[config.mk]
export PLATFORM = sky130hd
export DESIGN_NAME = result_collector_flat
export DESIGN_NICKNAME = d
export VERILOG_FILES = /design/src/rtl/matmul_pkg.sv /design/src/rtl/result_collector_if.sv /design/src/rtl/result_buf.sv /design/src/rtl/result_collector.sv /design/src/flat_wrapper.sv
export SDC_FILE = /design/constraint.sdc
export NUM_CORES = 1
export LEC_CHECK = 0
export BUFFER_PORTS_ARGS = -buffer_cell sky130_fd_sc_hd__buf_2
export CAP_MARGIN = 20
export CORE_UTILIZATION = 35
export CTS_BUF_LIST = sky130_fd_sc_hd__clkbuf_8
export DETAILED_ROUTE_END_ITERATION = 7
export PLACE_DENSITY_LB_ADDON = 0.25
export SLEW_MARGIN = 0
export SYNTH_ARGS = -nofsm -noshare
export SYNTH_HDL_FRONTEND = slang
export SYNTH_SLANG_ARGS = --single-unit
[constraint.sdc]
create_clock -name clk -period 3.61 [get_ports clk]
set_input_delay 0 -clock clk [delete_from_list [all_inputs] [get_ports clk]]
set_output_delay 0 -clock clk [all_outputs]
set_load 0.1 [all_outputs]
[src/rtl/matmul_pkg.sv]
// Shared constants and the sequencing state encoding for the matrix-multiply result path.
package matmul_pkg;
  localparam int CW     = 8;
  localparam int CHUNKS = 3;
  localparam int NE     = 9;
  localparam int AW     = 8;
  localparam int W      = CW * CHUNKS;

  typedef enum logic [1:0] {
    IDLE    = 2'd0,
    COLLECT = 2'd1,
    FULL    = 2'd2
  } state_t;
endpackage

[src/rtl/result_collector_if.sv]
// Chunk input, buffer read port and status of the result collector.
interface result_collector_if;
  import matmul_pkg::*;

  logic          start;
  logic          in_valid;
  logic [CW-1:0] in_chunk;
  logic [AW-1:0] rd_addr;
  logic [W-1:0]  rd_data;
  logic          word_valid;
  logic [AW-1:0] elem_count;
  logic          busy;
  logic          complete;
  logic          overflow;

  modport master (
    output start, in_valid, in_chunk, rd_addr,
    input  rd_data, word_valid, elem_count, busy, complete, overflow
  );

  modport slave (
    input  start, in_valid, in_chunk, rd_addr,
    output rd_data, word_valid, elem_count, busy, complete, overflow
  );
endinterface

[src/rtl/result_buf.sv]
// NE x W result storage: one write port, one registered read port; out-of-range reads return 0.
module result_buf
  import matmul_pkg::*;
(
  input  logic          clk,
  input  logic          rst,
  input  logic          we,
  input  logic [AW-1:0] wr_addr,
  input  logic [W-1:0]  wr_data,
  input  logic [AW-1:0] rd_addr,
  output logic [W-1:0]  rd_data
);
  localparam int IW = $clog2(NE);

  logic [W-1:0] mem [NE];

  // Storage is never reset; only the read register is.
  always_ff @(posedge clk) begin
    if (we && (wr_addr < AW'(NE))) begin
      mem[wr_addr[IW-1:0]] <= wr_data;
    end
  end

  always_ff @(posedge clk) begin
    if (rst) begin
      rd_data <= '0;
    end else if (rd_addr < AW'(NE)) begin
      rd_data <= mem[rd_addr[IW-1:0]];
    end else begin
      rd_data <= '0;
    end
  end
endmodule

[src/rtl/result_collector.sv]
// Reassembles CHUNKS-wide serialised result elements into words and stores NE of them for readback.
module result_collector
  import matmul_pkg::*;
(
  input  logic               clk,
  input  logic               rst,
  result_collector_if.slave  bus
);
  localparam int CCW = $clog2(CHUNKS + 1);
  localparam logic [CCW-1:0] LAST_CHUNK = CCW'(CHUNKS - 1);

  state_t            state, state_nxt;
  logic [W-CW-1:0]   asm_q, asm_nxt;
  logic [CCW-1:0]    chunk_cnt, chunk_nxt;
  logic [AW-1:0]     elem_q, elem_nxt;
  logic              ovf_q, ovf_nxt;
  logic              wv_q, wv_nxt;
  logic              wr_en;
  logic [W-1:0]      word;

  assign word = {asm_q, bus.in_chunk};

  always_ff @(posedge clk) begin
    if (rst) begin
      state     <= IDLE;
      asm_q     <= '0;
      chunk_cnt <= '0;
      elem_q    <= '0;
      ovf_q     <= 1'b0;
      wv_q      <= 1'b0;
    end else begin
      state     <= state_nxt;
      asm_q     <= asm_nxt;
      chunk_cnt <= chunk_nxt;
      elem_q    <= elem_nxt;
      ovf_q     <= ovf_nxt;
      wv_q      <= wv_nxt;
    end
  end

  always_comb begin
    state_nxt = state;
    asm_nxt   = asm_q;
    chunk_nxt = chunk_cnt;
    elem_nxt  = elem_q;
    ovf_nxt   = ovf_q;
    wv_nxt    = 1'b0;
    wr_en     = 1'b0;

    // start takes priority in every state; a coincident chunk is dropped.
    if (bus.start) begin
      state_nxt = COLLECT;
      asm_nxt   = '0;
      chunk_nxt = '0;
      elem_nxt  = '0;
      ovf_nxt   = 1'b0;
    end else if (bus.in_valid) begin
      case (state)
        COLLECT: begin
          asm_nxt = word[W-CW-1:0];
          if (chunk_cnt == LAST_CHUNK) begin
            wr_en     = 1'b1;
            wv_nxt    = 1'b1;
            chunk_nxt = '0;
            elem_nxt  = elem_q + AW'(1);
            if (elem_q + AW'(1) == AW'(NE)) begin
              state_nxt = FULL;
            end
          end else begin
            chunk_nxt = chunk_cnt + CCW'(1);
          end
        end
        default: ovf_nxt = 1'b1;
      endcase
    end
  end

  result_buf u_buf (
    .clk     (clk),
    .rst     (rst),
    .we      (wr_en && !rst),
    .wr_addr (elem_q),
    .wr_data (word),
    .rd_addr (bus.rd_addr),
    .rd_data (bus.rd_data)
  );

  assign bus.word_valid = wv_q;
  assign bus.elem_count = elem_q;
  assign bus.busy       = (state == COLLECT);
  assign bus.complete   = (state == FULL);
  assign bus.overflow   = ovf_q;
endmodule

[src/flat_wrapper.sv]
// flat-port wrapper written by rule: the top's interface ports become plain ports
module result_collector_flat import matmul_pkg::*;
  (clk, rst, bus_start, bus_in_valid, bus_in_chunk, bus_rd_addr, bus_rd_data, bus_word_valid, bus_elem_count, bus_busy, bus_complete, bus_overflow);
  result_collector_if bus_i ();
  input  logic clk;
  input  logic rst;
  input wire logic [$bits(bus_i.start)-1:0] bus_start;
  input wire logic [$bits(bus_i.in_valid)-1:0] bus_in_valid;
  input wire logic [$bits(bus_i.in_chunk)-1:0] bus_in_chunk;
  input wire logic [$bits(bus_i.rd_addr)-1:0] bus_rd_addr;
  output wire logic [$bits(bus_i.rd_data)-1:0] bus_rd_data;
  output wire logic [$bits(bus_i.word_valid)-1:0] bus_word_valid;
  output wire logic [$bits(bus_i.elem_count)-1:0] bus_elem_count;
  output wire logic [$bits(bus_i.busy)-1:0] bus_busy;
  output wire logic [$bits(bus_i.complete)-1:0] bus_complete;
  output wire logic [$bits(bus_i.overflow)-1:0] bus_overflow;
  assign bus_i.start = bus_start;
  assign bus_i.in_valid = bus_in_valid;
  assign bus_i.in_chunk = bus_in_chunk;
  assign bus_i.rd_addr = bus_rd_addr;
  assign bus_rd_data = bus_i.rd_data;
  assign bus_word_valid = bus_i.word_valid;
  assign bus_elem_count = bus_i.elem_count;
  assign bus_busy = bus_i.busy;
  assign bus_complete = bus_i.complete;
  assign bus_overflow = bus_i.overflow;
  result_collector u_core (.clk(clk), .rst(rst), .bus(bus_i));
endmodule
# Word level (Yosys, flattened, before mapping)
# Memory sizes are Yosys's and may differ from the RTL's. A register that Yosys moved wholly into a read port is not among the register bits.
# Index checks and enable logic that the tools add are counted.
[word_totals]
register_bits = 30
ram_bits = 216
input_bits = 20
output_inout_bits = 36
word_cells = 44
memories = 1
[classes]
add_sub_neg = 2
order_cmp = 2
n_eq_ne = 4
muxes = 12
bitwise = 2
n_reduce_logical = 14
[memory_table]
columns = ["memory", "words", "word_bits", "read_ports", "rd_clocked_by_memory_dff", "write_ports", "line_no", "source"]
rows = [
  ["u_core.u_buf.mem", 9, 24, 1, 1, 1, "result_buf.sv:15", "logic [W-1:0] mem [NE];"],
]
[ops]
columns = ["op", "count"]
rows = [
  ["less-than comparator 8 x 4 -> 1 bit (second input constant)", 2],
  ["2-to-1 mux 1 bit", 11],
  ["adder 8 x 1 -> 8 bit (second input constant)", 1],
  ["== test 8 x 4 -> 1 bit (second input constant)", 1],
  ["AND reduction 4 bit", 2],
  ["nonzero test 2 bit", 4],
  ["== test 2 bit (second input constant)", 2],
  ["AND reduction 2 bit", 2],
  ["OR reduction 2 bit", 2],
  ["AND reduction 3 bit", 1],
  ["adder 2 x 1 -> 2 bit (second input constant)", 1],
  ["== test 2 x 1 -> 1 bit (second input constant)", 1],
  ["logical AND 1 bit", 2],
  ["2-to-1 mux 2 bit", 1],
  ["NOT 1 bit", 2],
  ["zero test 1 bit", 1],
]

# Longest topological paths before layout
# Gate-level depths: netlist of run 1.
[depth]
ltp_word = 9
mapped_depth = 7
ltp_nobuf = 5

# Cells and area by module
# Synthesis of run 1 repeated with hierarchy kept, for this count alone.
[hier_totals]
cells_unflattened = 565
hier_area_um2 = 10219.8
[by_module_without_submodules]
columns = ["module", "n_inst", "cells_each", "area_each_um2", "seq_area_each_um2"]
rows = [
  ["result_buf", 1, 406, 8921.1, 6966.7],
  ["result_collector", 1, 159, 1298.7, 600.6],
]

# Least setup slack after synthesis of run 1
# No wires, ideal clock.
[synth_path]
kind = "register to register"
startpoint = "reg u_core.elem_q[3] (netlist: u_core.bus.elem_count[3])"
endpoint = "mem u_core.u_buf.mem[8][0] (netlist name), enable pin"
setup_ns = 0.405
arrival_ns = 2.520
required_time_ns = 3.205
slack_ns = 0.685
path_stages_with_launch = 5
path_buffers = 1
synth_period_minus_slack_ns = 2.925
path_cell_list = "dfxtp_1 -> buf_2 -> nor2b_1 -> nand3_1 -> nor2_1"
[synth_between]
elab_chain_cells = 4
[synth_lines]
columns = ["item", "line_no", "source"]
rows = [
  ["start, declared", "result_collector.sv:15", "logic [AW-1:0] elem_q, elem_nxt;"],
  ["start signal, assigned", "result_collector.sv:35", "elem_q <= elem_nxt;"],
  ["less-than comparator 8 x 4 -> 1 bit", "result_buf.sv:19", "if (we && (wr_addr < AW'(NE))) begin"],
  ["logical AND 1 bit", "result_buf.sv:19", ""],
  ["2-to-1 mux 1 bit", "result_buf.sv:19", ""],
  ["2-to-1 mux 1 bit (implied by the code)", "result_buf.sv:20", "mem[wr_addr[IW-1:0]] <= wr_data;"],
  ["end, declared", "result_buf.sv:15", ""],
]
# Several ways; a longest one is shown, not always the timed one.

# Final worst setup path of run 1
[layout_path]
startpoint = "reg u_core.chunk_cnt[1]"
endpoint = "mem u_core.u_buf.mem[6][11] (netlist name), enable pin"
[layout_between]
elab_chain_cells = 9
[layout_lines]
columns = ["item", "line_no", "source"]
rows = [
  ["start, declared", "result_collector.sv:14", "logic [CCW-1:0] chunk_cnt, chunk_nxt;"],
  ["start signal, assigned", "result_collector.sv:34", "chunk_cnt <= chunk_nxt;"],
  ["== test 2 bit", "result_collector.sv:61", "if (chunk_cnt == LAST_CHUNK) begin"],
  ["2-to-1 mux 1 bit", "result_collector.sv:61", ""],
  ["2-to-1 mux 1 bit", "result_collector.sv:58", "case (state)"],
  ["2-to-1 mux 1 bit", "result_collector.sv:57", "end else if (bus.in_valid) begin"],
  ["2-to-1 mux 1 bit", "result_collector.sv:51", "if (bus.start) begin"],
  ["logical AND 1 bit", "result_collector.sv:81", ".we (wr_en && !rst),"],
  ["logical AND 1 bit", "result_buf.sv:19", ""],
  ["2-to-1 mux 1 bit", "result_buf.sv:19", ""],
  ["2-to-1 mux 1 bit (implied by the code)", "result_buf.sv:20", ""],
]
# Every way passes these cells.

==> reports/metrics.csv, run 1 <==
metric,value,unit
antenna_found_initial,0,
drc,0,
placed_cell_area,10900,um^2
cap_violations,0,
period_share,65.1,%
area_delta_synth_final,16.7,%
routabilityCongestion,0.781,
clk_path_buf_depth,3,
grt_max_degree,39,
clock_latency,0.54,ns
dieArea,29900,um^2
synthFlopType,edfxtp_1,
rrSetupSlack,1.26,ns
overflow,0,
track_usage,13.9,%
grt_pass1_vias,5603,
fin_area,11900,um^2
worstSetupPathType,register to register,
synthCells,564,
port_buffers,55,
leakagePower,0.00421,uW
antenna_cells,0,
drive_above_1_share,29.5,%
outcome,finished clean,
synthTopCellsByArea,"edfxtp_1 63%, dfxtp_1 11%, mux4_2 11%",
finalClockSkew,0.0187,ns
synth_cell_types,42,
p_total,6130,uW
netlist_area,10200,um^2
synth_nets,590,
end_kind,register,
dpl.hpwl,11500,um
nets,689,
grt_pass1_wl,31900,um
p_per_area,514,nW/um^2
wl_per_cell,18.8,um
required,3.80,ns
worstRegToRegCells,5,
relSlewSlack,30.9,%
tns,0,ns
synthMostInstantiatedCell,edfxtp_1,
rows,62,
yosysSeqAreaShare,74.0,%
h-tree-depth,2,
fmax,0.426,GHz
timing.rr.start,u_core.chunk_cnt[1],
ys_async_sr_fraction,0,%
routed_wl,20400,um
utilization,41.6,%
worst_pin_slew,1.04,ns
synth_seq_cells,270,
final-setup-viol-count,0,
peakVddDrop,0.000225,V
root_buffer,clkbuf_8,
ys_warn_count,0,
drt-pass1-iter-count,4,
chipWidth,173,um
startpoint_type,register,
finalHoldViolations,0,
start_util,35.6,%
slew_violations,0,
cp_max_fo,24,
cts_resized,0,
die_h,173,um
cts.sinks,270,
tritoncts,done,
viasPerCell,4.89,
core,28700,um^2
numCtsBuffers,45,
cts_setup_buffers,0,
startpoint,u_core.chunk_cnt[1],
crit_path_end,u_core.u_buf.mem[6][11],
io_pins,56,
drtIter0Drc,323,
period_needed,2.35,ns
synth_top_area_share,63.4,%
rsz0062_at_grt,no,
ant_nets,0,
synthTopCellsByCount,"216 x edfxtp_1, 54 x dfxtp_1, 48 x mux4_2",
hold_path_class,input pin to register,
synth_edf_count,216,
yosys.area.top_type,edfxtp_1,
clkTransAtPathRegs,0.06,ns
syn_area_per_cell,18.1,um^2
r2r_end,u_core.u_buf.mem[6][11],
num_vias,5293,
worst_ep_arrival_time,2.54,ns
[kinds of logic (layout without fill, tap and decap cells)]
family	after synthesis	in the layout	share of synthesized area, %
compound gates	31	31	1.92
fa+ha+maj	6	6	0.734
flops	270	270	74.0
simple gates	122	122	5.57
xor+xnor	6	6	0.514
buf+inv	33	168	1.71
mux	96	96	15.6
[where the power goes]
part	internal [uW]	switching, uW
Sequential	3340	8.56
Combinational	99.9	131
Clock	1390	1160
Total	4830	1300
[final cells by class]
type	count	area [um^2]
multi-input combinational	261	2490
sequential	270	7570
inverter	3	11.3
clock buffer	56	771
tap	384	480
clock inverter	27	110
timing repair buffer	82	510
fill	2590	16800
[per-stage QoR]
stage	hold WS (ns)	setup slack, ns	std cells
6_report	0.0771	1.26	1083
5_1_grt	0.130	1.04	1083
4_1_cts	0.110	1.23	1083
3_5_place_dp	0.266	1.27	988
3_3_place_gp	0.256	1.36	988
2_1_floorplan	0.0989	0.685	564
[state kept, by name (all words and copies together), names as in the netlist]
name	count
u_core.state	2
u_core.bus.word_valid	1
u_core.bus.elem_count	8
u_core.u_buf.rd_data	24
u_core.u_buf.mem	216
u_core.chunk_cnt	2
u_core.bus.overflow	1
u_core.asm_q	16
[how the worst min path moves through the flow]
stage	startpoint	to	slack [ns]	depth (start not counted)
after CTS	bus_rd_addr[4]	u_core.u_buf.rd_data[0]	0.11	5
after global placement	bus_start	u_core.state[0]	0.26	3
after detailed placement	bus_start	u_core.state[0]	0.27	3
after global routing	bus_rd_addr[4]	u_core.u_buf.rd_data[2]	0.13	5
after floorplan	bus_in_chunk[0]	u_core.u_buf.mem[0][0]	0.1	0
final	bus_rd_addr[4]	u_core.u_buf.rd_data[0]	0.08	5
[timing repair]
action,4_1_cts,5_1_grt
setup endpoints to repair,0,0
hold endpoints to repair,82,0
hold buffers,12,0
[metal layers]
layer,track usage (%),up-vias,part of all wire (%)
li1,-,2394,-
met1,18.1,2706,45
met2,22.4,138,47
met3,3.21,55,4.8
met4,5.53,0,2.6
met5,0,-,0
[layout by cell type (no fill, tap or decap), types with 2 or more instances in the layout]
master | netlist | routed
a21oi_1 | 20 | 20
and2_1 | 10 | 10
and3_1 | 2 | 2
buf_2 | 9 | 54
buf_4 | 0 | 16
clkbuf_8 | 0 | 56
clkinv_1 | 0 | 2
clkinv_2 | 0 | 4
dfxtp_1 | 54 | 54
dlygate4sd3_1 | 0 | 12
edfxtp_1 | 216 | 216
ha_1 | 6 | 6
inv_1 | 3 | 23
mux2_2 | 24 | 24
mux2i_1 | 24 | 24
mux4_2 | 48 | 48
nand2_1 | 39 | 39
nand3_1 | 6 | 6
nand3b_1 | 2 | 2
nand4_1 | 6 | 6
nand4b_1 | 2 | 2
nor2_1 | 40 | 39
nor2b_1 | 5 | 5
nor3_1 | 3 | 3
o31ai_1 | 2 | 2
xor2_1 | 5 | 5
[worst max-delay path, stage by stage, from the launching register on]
cell,delay (ns)
dfxtp_1,0.36
nor2b_1,0.43
nand4_1,0.27
nor3b_1,0.36
and2_1,0.18
buf_4,0.37
No activity file was read; power rests on OpenSTA's default activity.
==> run 2, diff against run 1 <==
==> constraint.sdc (replaced) <==
create_clock -name clk -period 2.2 [get_ports clk]
set_input_delay 0 -clock clk [delete_from_list [all_inputs] [get_ports clk]]
set_output_delay 0 -clock clk [all_outputs]
set_load 0.1 [all_outputs]
==> run 2 against run 1 <==
Effect of this change: register-to-register slack got worse by 1.1 ns; critical path depth unchanged; largest cell class unchanged; final area rose by 1.3%; sequential share of layout area fell by 0.75 points; first-iteration DRC count rose by 10%; sequential power grew 64%; critical endpoint is now u_core.u_buf.mem[4][21]; die area stayed put; routed wire length increased by 1.0%; combinational power grew 71%; global-route usage rose by 0.31 points; critical path type unchanged.
==> reports/metrics.csv, run 2 (synthesis results as in run 1) <==
metric,value,unit,change
outcome,finished clean,,
crit_chain,nor4_1 -> nand4_1 -> nor3b_1 -> and2_2 -> buf_12,,
antenna_cells,0,,unchanged
numCtsBuffers,45,,unchanged
worstRegToRegCells,5,,unchanged
worstSetupPathType,register to register,,
holdPathStages,5,,unchanged
drtIter0Drc,356,,+10%
core,28700,um^2,unchanged
grt_pass1_wl,32600,um,+2.3%
postCtsHoldBufs,13,,+1
largest_reg_flops,216,,unchanged
leakagePower,0.00428,uW,+1.6%
dpl.hpwl,11800,um,+2.7%
cap_violations,0,,unchanged
cp_max_fo,24,,unchanged
antenna_found_initial,0,,unchanged
place_inst,992,,+0.40%
tritoncts,done,,
dieArea,29900,um^2,unchanged
drc,0,,unchanged
worst_pin_slew,0.604,ns,-0.433 ns
worst_ep_arrival_time,2.25,ns,-0.29 ns
hold_path_class,input pin to register,,
num_vias,5318,,+0.47%
routed_wl,20600,um,+1.0%
cp_top_family,simple AND/OR/NAND/NOR gates,,
finalClockSkew,0.0172,ns,-0.00151 ns
period_share,92.1,%,+27 points
viasPerCell,4.89,,+0.10%
cts.sinks,270,,unchanged
die_h,173,um,unchanged
clk_path_buf_depth,3,,unchanged
nets,694,,+0.73%
chipWidth,173,um,unchanged
tns,0,ns,unchanged
wl_per_cell,19.0,um,+0.66%
track_usage,14.2,%,+0.31 points
layout_commonest_cell,edfxtp_1,,
rows,62,,unchanged
rsz0062_at_grt,no,,
cp.depth,5,,unchanged
port_buffers,55,,unchanged
routabilityCongestion,0.835,,+7.0%
crit_slowest_cell,nor3b_1,,
clkTransAtPathRegs,0.06,ns,about the same
drt-pass1-iter-count,4,,unchanged
final-setup-viol-count,0,,unchanged
place_ws,0.198,ns,-1.08 ns
p_total,9810,uW,+60%
ant_nets,0,,unchanged
h-tree-depth,2,,unchanged
start_util,35.6,%,unchanged
final_cell_mix,"216 x edfxtp_1, 54 x buf_2, 48 x mux4_2, 48 x clkbuf_8, 46 x dfxtp_1",,
drive_above_1_share,30.7,%,+1.3 points
peakVddDrop,0.000391,V,+73%
overflow,0,,unchanged
fin_ws,0.173,ns,-1.09 ns
finalNonFillerCells,1087,,+0.37%
io_pins,56,,unchanged
crit_buf_inv,1,,unchanged
cts_resized,0,,unchanged
grt_pass1_vias,5687,,+1.5%
max_stage_delay,0.36,ns,-0.07 ns
end_kind,register,,
grt_max_degree,37,,-5.1%
slew_violations,0,,unchanged
root_buffer,clkbuf_8,,
fmax,0.493,GHz,+16%
required,2.42,ns,-1.38 ns
utilization,42.1,%,+0.55 points
cts_setup_buffers,0,,unchanged
p_per_area,811,nW/um^2,+58%
relSlewSlack,59.7,%,+29 points
finalHoldViolations,0,,unchanged
clock_latency,0.54,ns,about the same
startpoint_type,register,,
area_delta_synth_final,18.3,%,
period_needed,2.03,ns,-0.323 ns
run 2: cell types whose count changed in the layout (fill, tap and decap cells not counted), sizes merged:
| cell | previous run | this run |
|---|---|---|
| inv | 23 | 32 |
| clkbuf | 56 | 48 |
| buf | 70 | 74 |
| clkinv | 6 | 5 |
| clkinvlp | 1 | 0 |
| dlygate4sd3 | 12 | 13 |
run 2: metrics by stage:
step	area [um^2]	hold WS (ns)
detailed placement	11200	0.258
global route	12100	0.0335
floorplan	10200	0.0989
CTS	12100	0.00659
finish	12100	0.0214
global placement	11200	0.254
run 2: path summary, 6_finish.rpt:
check,start,end,slack [ns]
worst max-delay path,u_core.bus.elem_count[7],u_core.u_buf.mem[4][21],0.17
worst min-delay path,bus_rd_addr[5],u_core.u_buf.rd_data[23],0.02
worst max register to register,u_core.bus.elem_count[7],u_core.u_buf.mem[4][21],0.17
worst min register to register,u_core.bus.overflow,u_core.bus.overflow,0.47
run 2: power breakdown:
part	internal (uW)	switching (uW)	leakage (uW)	total [uW]
Combinational	177	217	0.00131	395
Clock	2020	1900	0.000511	3920
Sequential	5480	14.6	0.00245	5490
run 2: routing by layer:
layer  wire (um)  GRT usage (%)
met2        9700           22.4
met1        9400           19.3
met3         992           3.10
met4         526           5.31
met5           0              0
run 2: worst min-delay path, cell delays in order:
cell,delay (ns)
buf_2,0.08
nor3_1,0.04
nand3_1,0.13
buf_12,0.20
nor2_1,0.07
run 2: layout make-up:
cell class / count / area [um^2]
inverter: 3 / 11.3
clock inverter: 34 / 144
timing repair buffer: 87 / 726
clock buffer: 48 / 661
fill: 2596 / 16600
tap: 384 / 480
sequential: 270 / 7580
multi-input combinational: 261 / 2500
==> run 3, diff against run 2 <==
--- a/config.mk
+++ b/config.mk
@@ -14,4 +14,5 @@
 export SLEW_MARGIN = 0
 export SYNTH_ARGS = -nofsm -noshare
 export SYNTH_HDL_FRONTEND = slang
+export SYNTH_HIERARCHICAL = 1
 export SYNTH_SLANG_ARGS = --single-unit
==> run 3 against run 2 <==
Effect of this change: clock skew is 0.00060 ns lower; sequential power is essentially flat; largest cell class unchanged; non-clock buffer count grew 4; critical path depth rose by 2; highest routed layer unchanged; sequential cell count stayed put; global-route usage rose by 0.54 points; first-iteration DRC count fell by 13%; combinational power increased by 4%; total power increased by 6.9%; die area hardly changed.
==> reports/metrics.csv, run 3 <==
metric,value,unit,change
numCtsBuffers,46,,+2.2%
grt_pass1_vias,5824,,+2.4%
routed_wl,21200,um,+2.8%
fmax,0.497,GHz,+0.70%
r2r_end,u_core/u_buf/rd_data[6],,
clkTransAtPathRegs,0.06,ns,about the same
antenna_found_initial,0,,unchanged
area_delta_synth_final,20.4,%,
worstHoldStart,bus_rd_addr[7],,
synth_top_area_share,63.5,%,about the same
tns,0,ns,unchanged
h-tree-depth,2,,unchanged
largest_reg_flops,216,,unchanged
port_buffers,55,,unchanged
track_usage,14.7,%,+0.54 points
utilization,42.9,%,+0.74 points
netlist_area,10200,um^2,about the same
relSlewSlack,53.3,%,-6.4 points
p_total,10500,uW,+6.9%
antenna_cells,0,,unchanged
ys_warn_count,6,,+6
drc,0,,unchanged
grt_max_degree,30,,-19%
p_per_area,852,nW/um^2,+5.1%
yosys.area_share.simple,8.24,%,+2.7 points
viasPerCell,4.93,,+0.78%
chipWidth,173,um,about the same
synthMostInstantiatedCell,edfxtp_1,,
synthCells,565,,+0.18%
cap_violations,0,,unchanged
finalHoldViolations,0,,unchanged
peakVddDrop,0.000409,V,+4.8%
synth_fa_ha_area_share,0.245,%,-0.49 points
drive_above_1_share,36.8,%,+6.1 points
overflow,0,,unchanged
final_cell_mix,"216 x edfxtp_1, 60 x clkbuf_8, 54 x buf_2",,
yosys.area.top_type,edfxtp_1,,
synthFlopType,edfxtp_1,,
synth_cell_types,51,,+21%
dpl.hpwl,12300,um,+4.5%
synth_compound_area_share,4.24,%,+2.3 points
final-setup-viol-count,0,,unchanged
rsz0062_at_grt,no,,
clk_path_buf_depth,3,,unchanged
period_needed,2.01,ns,-0.0140 ns
worst_ep_arrival_time,2.49,ns,+0.24 ns
finalNonFillerCells,1095,,+0.74%
tritoncts,done,,
holdPathStages,6,,+1
rrSetupSlack,0.20,ns,+0.03 ns
ant_nets,0,,unchanged
rows,62,,unchanged
worstRegToRegCells,5,,unchanged
clock_latency,0.55,ns,about the same
ys_async_sr_fraction,0,%,unchanged
dieArea,29900,um^2,about the same
required,2.68,ns,+0.26 ns
synthMuxAreaShare,10.7,%,-4.9 points
place_inst,997,,+0.50%
synth_nets,587,,-0.51%
synthTopCellsByArea,"edfxtp_1 63%, dfxtp_1 11%, mux4_2 11%",,
slew_violations,0,,unchanged
syn_area_per_cell,18.1,um^2,-0.25%
grt_pass1_wl,33400,um,+2.4%
yosysSeqAreaShare,74.0,%,about the same
leakagePower,0.00411,uW,-3.9%
timing.rr.start,u_core/u_buf/mem[4][6],,
synth_edf_count,216,,unchanged
cts_resized,0,,unchanged
hold_path_class,input pin to register,,
worst_pin_slew,0.698,ns,+0.0942 ns
layout_commonest_cell,edfxtp_1,,
num_vias,5399,,+1.5%
wl_per_cell,19.4,um,+2.0%
synth_top_family_by_area,multiplexers,,
fill_cells,2602,,+0.23%
finalClockSkew,0.0166,ns,-0.000603 ns
end_kind,register,,
io_pins,56,,unchanged
die_h,173,um,about the same
period_share,91.5,%,-0.64 points
synth_seq_cells,270,,unchanged
synth-xor-area-share,0.686,%,+0.17 points
startpoint_type,input pin,,
place_ws,0.257,ns,+0.0588 ns
holdPathEnd,u_core/u_buf/rd_data[8],,
worstSetupPathType,input pin to register,,
fin_ws,0.187,ns,+0.0140 ns
routabilityCongestion,0.753,,-9.8%
start_util,35.6,%,about the same
synthTopCellsByCount,"216 x edfxtp_1, 54 x dfxtp_1, 48 x mux4_2",,
cts.sinks,270,,unchanged
root_buffer,clkbuf_8,,
drt-pass1-iter-count,4,,unchanged
drtIter0Drc,309,,-13%
core,28700,um^2,unchanged
nets,698,,+0.58%
cp_max_fo,4,,-83%
outcome,finished clean,,
run 3: cell count changes in the layout (fill, tap and decap cells not counted), sizes merged, moves of 4 or more:
cell    delta
and2       -8
clkbuf    +12
clkinv     +7
ha         -4
inv       -20
mux2      -24
mux2i     -23
nand4      -4
nor2       +4
nor3      +28
o22ai     +23
xnor2      +5
run 3: how the worst max path moves through the flow:
stage | from | endpoint | slack, ns | depth (start not counted)
final | rst | u_core/u_buf/rd_data[6] | 0.19 | 7
after global routing | u_core/u_buf/mem[5][6] | u_core/u_buf/rd_data[6] | 0.11 | 5
after CTS | rst | u_core/u_buf/rd_data[6] | 0.23 | 7
after detailed placement | u_core/chunk_cnt[0] | u_core/u_buf/mem[2][19] | 0.26 | 6
after global placement | u_core/chunk_cnt[0] | u_core/u_buf/mem[8][0] | 0.28 | 6
after floorplan | u_core/state[1] | u_core/u_buf/mem[2][0] | -0.26 | 6
run 3: metal layers:
metal | GRT usage (%) | share of wire, % | vias up
li1 | - | - | 2447
met1 | 19.2 | 43 | 2769
met2 | 24.3 | 49 | 138
met3 | 3.12 | 5.7 | 45
met4 | 5.27 | 2.2 | 0
met5 | 0 | 0 | -
run 3: cells by family after synthesis:
group / Yosys count
AO/OA/AOI/OAI: 55
XOR/XNOR: 8
adder cells (fa/ha/maj): 2
buffers and inverters: 31
flip-flops: 270
multiplexers: 49
AND/OR/NAND/NOR: 150
run 3: what timing repair did:
item | 4_1_cts | 5_1_grt
hold endpoints to repair | 89 | 0
setup buffers | 0 | 0
hold buffers | 15 | 0
run 3: area by class of cell:
type	instances	area [um^2]	share of cell area (%)
Timing Repair Buffer	91	698	5.67
Clock buffer	60	826	6.71
Clock inverter	23	145	1.18
Multi-Input combinational cell	264	2570	20.9
Tap cell	384	480	3.90
Sequential cell	270	7580	61.6
Inverter	3	11.3	0.0915
run 3: stage by stage:
| stage | hold slack, ns | cell area, um^2 |
|---|---|---|
| 4_1_cts | 0.0887 | 12300 |
| 3_5_place_dp | 0.209 | 11200 |
| 5_1_grt | 0.120 | 12300 |
| 2_1_floorplan | 0.0728 | 10300 |
| 3_3_place_gp | 0.204 | 11200 |
| 6_report | 0.123 | 12300 |
run 3: report_power, final:
part / internal (uW) / switching, uW
clock: 2670 / 1920
sequential: 5480 / 11.6
combinational: 167 / 245
run 3: critical path, stage by stage:
cell	delay, ns
dlygate4sd3_1	0.53
buf_2	0.14
or4_4	0.42
nor2_4	0.17
dlygate4sd3_1	0.57
and2_1	0.12
dlygate4sd3_1	0.53
